[config.mk]
export PLATFORM = sky130hd
export DESIGN_NAME = multi_mode_counter
export DESIGN_NICKNAME = d
export VERILOG_FILES = /design/src/rtl/multi_mode_counter_pkg.sv /design/src/rtl/multi_mode_counter_score_tally.sv /design/src/rtl/multi_mode_counter.sv
export SDC_FILE = /design/constraint.sdc
export NUM_CORES = 1
export LEC_CHECK = 0
export BUFFER_PORTS_ARGS = -buffer_cell sky130_fd_sc_hd__buf_2
export CAP_MARGIN = 0
export CORE_MARGIN = 2
export CORE_UTILIZATION = 49
export CTS_BUF_LIST = sky130_fd_sc_hd__clkbuf_2
export CTS_CLUSTER_DIAMETER = 150
export DETAILED_ROUTE_END_ITERATION = 8
export PLACE_DENSITY = 0.82
export SYNTH_ARGS = -nofsm -noshare
export SYNTH_HDL_FRONTEND = slang
export SYNTH_SLANG_ARGS = --single-unit
[constraint.sdc]
create_clock -name CLK -period 2.6 [get_ports CLK]
set_clock_uncertainty 0.1 [all_clocks]
set_input_delay 0.26 -clock CLK [delete_from_list [all_inputs] [get_ports CLK]]
set_output_delay 0.26 -clock CLK [all_outputs]
set_load 0.05 [all_outputs]
[src/rtl/multi_mode_counter_pkg.sv]
// Shared types and constants for the multi-mode game counter.
package multi_mode_counter_pkg;

  localparam int unsigned CNT_W   = 4;
  localparam int unsigned TALLY_W = 4;
  localparam int unsigned CTRL_W  = 2;

  typedef enum logic [CTRL_W-1:0] {
    UP1 = 2'b00,
    UP2 = 2'b01,
    DN1 = 2'b10,
    DN2 = 2'b11
  } ctrl_e;

  typedef enum logic [1:0] {
    WHO_NONE   = 2'b00,
    WHO_LOSER  = 2'b01,
    WHO_WINNER = 2'b10
  } who_e;

  localparam logic [CNT_W-1:0]   CNT_MAX     = 4'hF;
  localparam logic [CNT_W-1:0]   CNT_MIN     = 4'h0;
  localparam logic [TALLY_W-1:0] TALLY_LIMIT = 4'd15;

  // Modulo-16 step of the count; the 4-bit width provides the wrap.
  function automatic logic [CNT_W-1:0] step_count(input logic [CNT_W-1:0] cur,
                                                  input ctrl_e ctrl);
    logic [CNT_W-1:0] nxt;
    case (ctrl)
      UP1:     nxt = cur + CNT_W'(1);
      UP2:     nxt = cur + CNT_W'(2);
      DN1:     nxt = cur - CNT_W'(1);
      default: nxt = cur - CNT_W'(2);
    endcase
    return nxt;
  endfunction

endpackage

[src/rtl/multi_mode_counter_score_tally.sv]
// Saturation-free 4-bit score tally; clear wins over increment.
module multi_mode_counter_score_tally
  import multi_mode_counter_pkg::*;
(
  input  logic               clk,
  input  logic               rst,
  input  logic               inc_i,
  input  logic               clear_i,
  output logic [TALLY_W-1:0] count_o,
  output logic               at_limit_c
);

  logic [TALLY_W-1:0] tally_q;
  logic [TALLY_W-1:0] tally_d;

  // Next tally value; at_limit looks at the value about to be registered.
  always_comb begin
    tally_d = tally_q;
    if (clear_i) begin
      tally_d = '0;
    end else if (inc_i) begin
      tally_d = tally_q + TALLY_W'(1);
    end
    at_limit_c = (tally_d == TALLY_LIMIT);
  end

  // Tally register.
  always_ff @(posedge clk or posedge rst) begin
    if (rst) begin
      tally_q <= '0;
    end else begin
      tally_q <= tally_d;
    end
  end

  assign count_o = tally_q;

endmodule

[src/rtl/multi_mode_counter.sv]
// 4-bit up/down game counter with win/loss tallies and game-over detection.
module multi_mode_counter
  import multi_mode_counter_pkg::*;
(
  input  logic               CLK,
  input  logic               RST,
  input  logic               INIT,
  input  logic [CNT_W-1:0]   load,
  input  logic [CTRL_W-1:0]  CONTROL,
  output logic [CNT_W-1:0]   count,
  output logic               WINNER,
  output logic               LOSER,
  output logic [TALLY_W-1:0] count_winner,
  output logic [TALLY_W-1:0] count_loser,
  output logic               GAMEOVER,
  output logic [1:0]         WHO
);

  logic [CNT_W-1:0] count_q, count_d;
  logic             winner_q, winner_d;
  logic             loser_q, loser_d;
  logic             gameover_q, gameover_d;
  who_e             who_q, who_d;
  logic             win_lim_c;
  logic             lose_lim_c;

  // Count update and outcome decode; a game-over cycle only clears.
  always_comb begin
    count_d  = count_q;
    winner_d = 1'b0;
    loser_d  = 1'b0;
    if (gameover_q) begin
      count_d = CNT_MIN;
    end else begin
      count_d  = INIT ? load : step_count(count_q, ctrl_e'(CONTROL));
      loser_d  = (count_d == CNT_MIN);
      winner_d = (count_d == CNT_MAX) && !loser_d;
    end
  end

  // Game-over decision from the post-increment tallies; wins take precedence.
  always_comb begin
    gameover_d = 1'b0;
    who_d      = WHO_NONE;
    if (!gameover_q) begin
      if (win_lim_c) begin
        gameover_d = 1'b1;
        who_d      = WHO_WINNER;
      end else if (lose_lim_c) begin
        gameover_d = 1'b1;
        who_d      = WHO_LOSER;
      end
    end
  end

  // Count, pulse and result registers.
  always_ff @(posedge CLK or posedge RST) begin
    if (RST) begin
      count_q    <= CNT_MIN;
      winner_q   <= 1'b0;
      loser_q    <= 1'b0;
      gameover_q <= 1'b0;
      who_q      <= WHO_NONE;
    end else begin
      count_q    <= count_d;
      winner_q   <= winner_d;
      loser_q    <= loser_d;
      gameover_q <= gameover_d;
      who_q      <= who_d;
    end
  end

  multi_mode_counter_score_tally u_win_tally (
    .clk        (CLK),
    .rst        (RST),
    .inc_i      (winner_d),
    .clear_i    (gameover_q),
    .count_o    (count_winner),
    .at_limit_c (win_lim_c)
  );

  multi_mode_counter_score_tally u_lose_tally (
    .clk        (CLK),
    .rst        (RST),
    .inc_i      (loser_d),
    .clear_i    (gameover_q),
    .count_o    (count_loser),
    .at_limit_c (lose_lim_c)
  );

  assign count    = count_q;
  assign WINNER   = winner_q;
  assign LOSER    = loser_q;
  assign GAMEOVER = gameover_q;
  assign WHO      = who_q;

endmodule

==> results.md <==
- The row count is 17.
- The initial antenna violation count came to 0.
- After the first detailed-routing iteration, the DRC count stood at 11.
- The count of final max-slew check failures was 0.
- A synthesized cell averages 10.1 µm².
- The clock tree from TritonCTS is built.
- In the routed design, unresolved DRC markers number 0.
- The later pin in the worst-skew pair is clocked with a latency of 0.31 ns.
- Input and output buffers added on the ports amount to 25.
- Of the total power, the share spent switching nets is 0.499.
- The critical path goes through inv_2 > fa_1 > inv_1 > a221o_1 > o32ai_2 > buf_4 > nand4_1 > mux2_2.
- The element type at the critical path end is a flop.
- The number of primary I/O pins is 26.
- The share of total power dissipated in sequential elements is 0.352.
- The critical path is of the reg -> reg type.
- The slowest stage of the critical path is the sky130_fd_sc_hd__fa_1 cell.
- Entering global routing, the biggest net connects 19 pins.
- The clock passes through at most 2 buffers.
- The first detailed-routing pass ran for 4 iterations.
- Counting both buffers and inverters, the worst setup path holds a total of 3.
- Summing every instance area after synthesis gives 0.00109 mm².
- The kind of cell with the highest combined delay on the critical path is compound AO/OA/AOI/OAI gates.
- The clock period minus final worst setup slack is 2.50 ns.
- Counting the buffers created by CTS gives 3.
- The congestion estimate from routability-driven global placement came to 0.839.
- The largest fanout on the critical path is 8.
- The synthesized flop and latch total is 17.
- The overall power of the completed layout is 1.13 mW.
- The total count of hold-check failures in the final report is 0.
- For this run the aggregate overflow at the end of global routing stands at 0.
- The tightest min-delay check is of the in -> reg type.
- For this design the static power due to leakage is 0.675 nW.
- Summing over every cut layer, the via total after detailed routing is 1000.
- The finished layout holds 175 standard cells, fillers aside.
- Static timing analysis puts the maximum clock frequency at 0.400 GHz.
- In the synthesized netlist the dominant register cell turns out to be sky130_fd_sc_hd__dfrtp_1.
- The floorplan step set the die height to about 50 µm.
- The net switching power figure is 565 µW.
- In the finished design, the share of the clock period the worst path needs comes to 0.962.
- The cell count after placement is 169.
- The post-detailed-placement cell area is 0.00132 mm².
- The routed design uses 1.28 mm of met2 wire.
- STA classifies the critical path startpoint as a flop.
- The power density over the cells is 817 mW/mm².
- The share of total power dissipated in the clock network is 0.106.
- CTS built an H-tree with a depth of 1.
- In the final layout, the share of cells above drive strength 1 is 0.388.
- The flow ran to the end, and the final reports show no timing, DRC or antenna violations.
- The total of endpoints with negative setup slack in the final report is 0.
- In the synthesized netlist the async set-or-reset flop fraction comes to 1.00.
- The total global routing track utilization is 0.216.
- The measured slew at the worst slew-check pin is 0.627 ns.
- The number of global-route vias before repair was 963.
- The number of nets with antenna violations after routing is 0.
- The fraction of the yosys area taken by sequential cells is 0.390.
- The share of total power dissipated in combinational logic is 0.543.
- Counting every net in the synthesized netlist gives ~120.
- Clock tree synthesis selected as its root buffer the cell sky130_fd_sc_hd__clkbuf_2.
- Relative to the synthesized area, the layout overhead comes to 26.9%.
- The yosys synthesis warning count is 0.
- The routed via count divided by cell count is between 5 and 6.
- The library cells used most frequently in the layout, excluding fill and tap cells, are 25 x sky130_fd_sc_hd__buf_2, 15 x sky130_fd_sc_hd__dfrtp_1, 13 x sky130_fd_sc_hd__buf_4.
- The number of nets in the final layout is 161.
- The worst pin sits at a relative slew slack of 0.581.
- The data required time of the worst path is 2.70 ns.
- The wire length per cell after detailed routing is 14.9 µm.
- The HPWL after detailed placement is 1.88 mm.
- The data arrival at the endpoint of the critical path is ~2.6 ns.
- The maximum single-stage delay on the critical path is 0.48 ns.
- The detailed-route wire length is 2.61 mm.
- The final design area excluding fillers is 0.00139 mm².
- The sum of met3 wire segment lengths after detailed routing is 101 µm.
- The effective utilization at floorplan is 0.508.
- Summed over all failing endpoints, the final setup total negative slack is 0 ns.
- For this block, wires on met1 add up to roughly 1.2 mm.
- The floorplan die area is ~0.0026 mm².
- After synthesis, the netlist uses 42 different library cells.
- In this run, synthesis inferred 0 flip-flops with an integrated enable.
- From left edge to right edge, the die measures 51.2 µm.
- The first-pass GRT wire length is between 4 and 5 mm.
- Max-cap violations in this run came to 0.
- The highest ir drop seen on vdd is roughly 0.00064 V.
- The clock drives 17 sinks.
- Synthesis produced 108 cells.
- 0 antenna diodes ended up in the layout.
- Cell internal power was estimated by the tool at 567 µW.
- The core box area is 0.00215 mm².
- The highest metal layer used by the detailed router is met4.
- The clock input transition at the sequential cells of the worst setup and hold paths is about 0.17 ns.
- The most frequent standard cell in the layout excluding fill and tap cells is sky130_fd_sc_hd__buf_2.
worst register-to-register path: stages (launching register included):
cell                      delay (ns)
sky130_fd_sc_hd__dfrtp_2        0.45
sky130_fd_sc_hd__inv_2          0.06
sky130_fd_sc_hd__fa_1           0.48
sky130_fd_sc_hd__inv_1          0.04
sky130_fd_sc_hd__a221o_1        0.35
sky130_fd_sc_hd__o32ai_2        0.30
sky130_fd_sc_hd__buf_4          0.22
sky130_fd_sc_hd__nand4_1        0.10
sky130_fd_sc_hd__mux2_2         0.29
metal layers:
metal / global-route usage / up-vias
met3: 0.0175 / 7
met4: 0.0856 / 0
met2: 0.370 / 25
li1: - / 485
met5: 0 / -
met1: 0.283 / 483
registers in the layout, summed over array words and instances (netlist names):
signal / flops
GAMEOVER: 1
LOSER: 1
WHO: 2
WINNER: 1
count: 4
u_lose_tally.count_o: 4
u_win_tally.count_o: 4
cells by family after synthesis:
kind of cell	Yosys count	share of synthesized area
xor gates and xnor gates	5	0.0539
adders and majority gates	4	0.0528
buffers and inverters	11	0.0482
and+or+nand+nor	47	0.266
muxes	5	0.0482
DFF	17	0.390
AOI/OAI and AO/OA	19	0.141
power groups by stage:
stage | Sequential (mW) | Clock [mW] | Combinational (mW)
after global routing | 0.409 | 0.134 | 0.663
after global placement | 0.396 | 0 | 0.578
after CTS | 0.397 | 0.122 | 0.598
after detailed placement | 0.401 | 0 | 0.594
after floorplan | 0.599 | 0 | 0.245
final | 0.398 | 0.120 | 0.614
layout make-up:
cell class	instances	area [µm²]
clock buffer	3	15.0
clock inverter	1	5.00
fill	179	763
inverter	7	26.3
multi-input combinational	80	643
sequential	17	428
tap	28	35.0
timing repair buffer	39	233
cell usage after synthesis (2+ instances only):
cell                       number  area, µm²
sky130_fd_sc_hd__dfrtp_1       17        425
sky130_fd_sc_hd__nand4_1        8       50.1
sky130_fd_sc_hd__inv_1          7       26.3
sky130_fd_sc_hd__nor2_1         7       26.3
sky130_fd_sc_hd__nor2b_1        6       37.5
sky130_fd_sc_hd__a21oi_1        5       25.0
sky130_fd_sc_hd__o31ai_1        5       37.5
sky130_fd_sc_hd__nor4_1         4       25.0
sky130_fd_sc_hd__ha_1           3       37.5
sky130_fd_sc_hd__mux2i_1        3       30.0
sky130_fd_sc_hd__nand2b_1       3       18.8
sky130_fd_sc_hd__xnor2_1        3       26.3
sky130_fd_sc_hd__and2_1         2       12.5
sky130_fd_sc_hd__clkbuf_1       2       7.51
sky130_fd_sc_hd__mux2_2         2       22.5
sky130_fd_sc_hd__nand2_1        2       7.51
sky130_fd_sc_hd__nor3_1         2       10.0
sky130_fd_sc_hd__nor4b_1        2       17.5
sky130_fd_sc_hd__or2_2          2       12.5
timing repair:
item | in CTS | in global routing
endpoints found under the hold margin | 17 | 0
hold buffers | 1 | 0
endpoints found under the setup margin | 0 | 6
resized for setup | 0 | 4
buffers inserted | 0 | 1
through the flow:
| step | setup slack [ns] | hold WS [ns] | util |
|---|---|---|---|
| after floorplan | -0.0256 | 0.0859 | - |
| after global placement | -0.00600 | 0.267 | 0.616 |
| after detailed placement | -0.0590 | 0.264 | 0.616 |
| after CTS | 0.0299 | 0.204 | 0.630 |
| after global routing | -0.00677 | 0.237 | 0.645 |
| final | 0.0993 | 0.204 | 0.645 |
final timing paths:
kind	from	endpoint	slack [ns]	depth (start not counted)
worst min-delay path	load[0]	count[0]	0.20	3
worst max-delay path	count[1]	u_lose_tally.count_o[2]	0.1	8
worst min register to register	u_win_tally.count_o[2]	u_win_tally.count_o[2]	0.45	1
max in group asynchronous	RST	count[2]	1.49	3
worst max register to register	count[1]	u_lose_tally.count_o[2]	0.1	8
min in group asynchronous	RST	WINNER	0.45	3
Power figures use the tool's default switching activity.
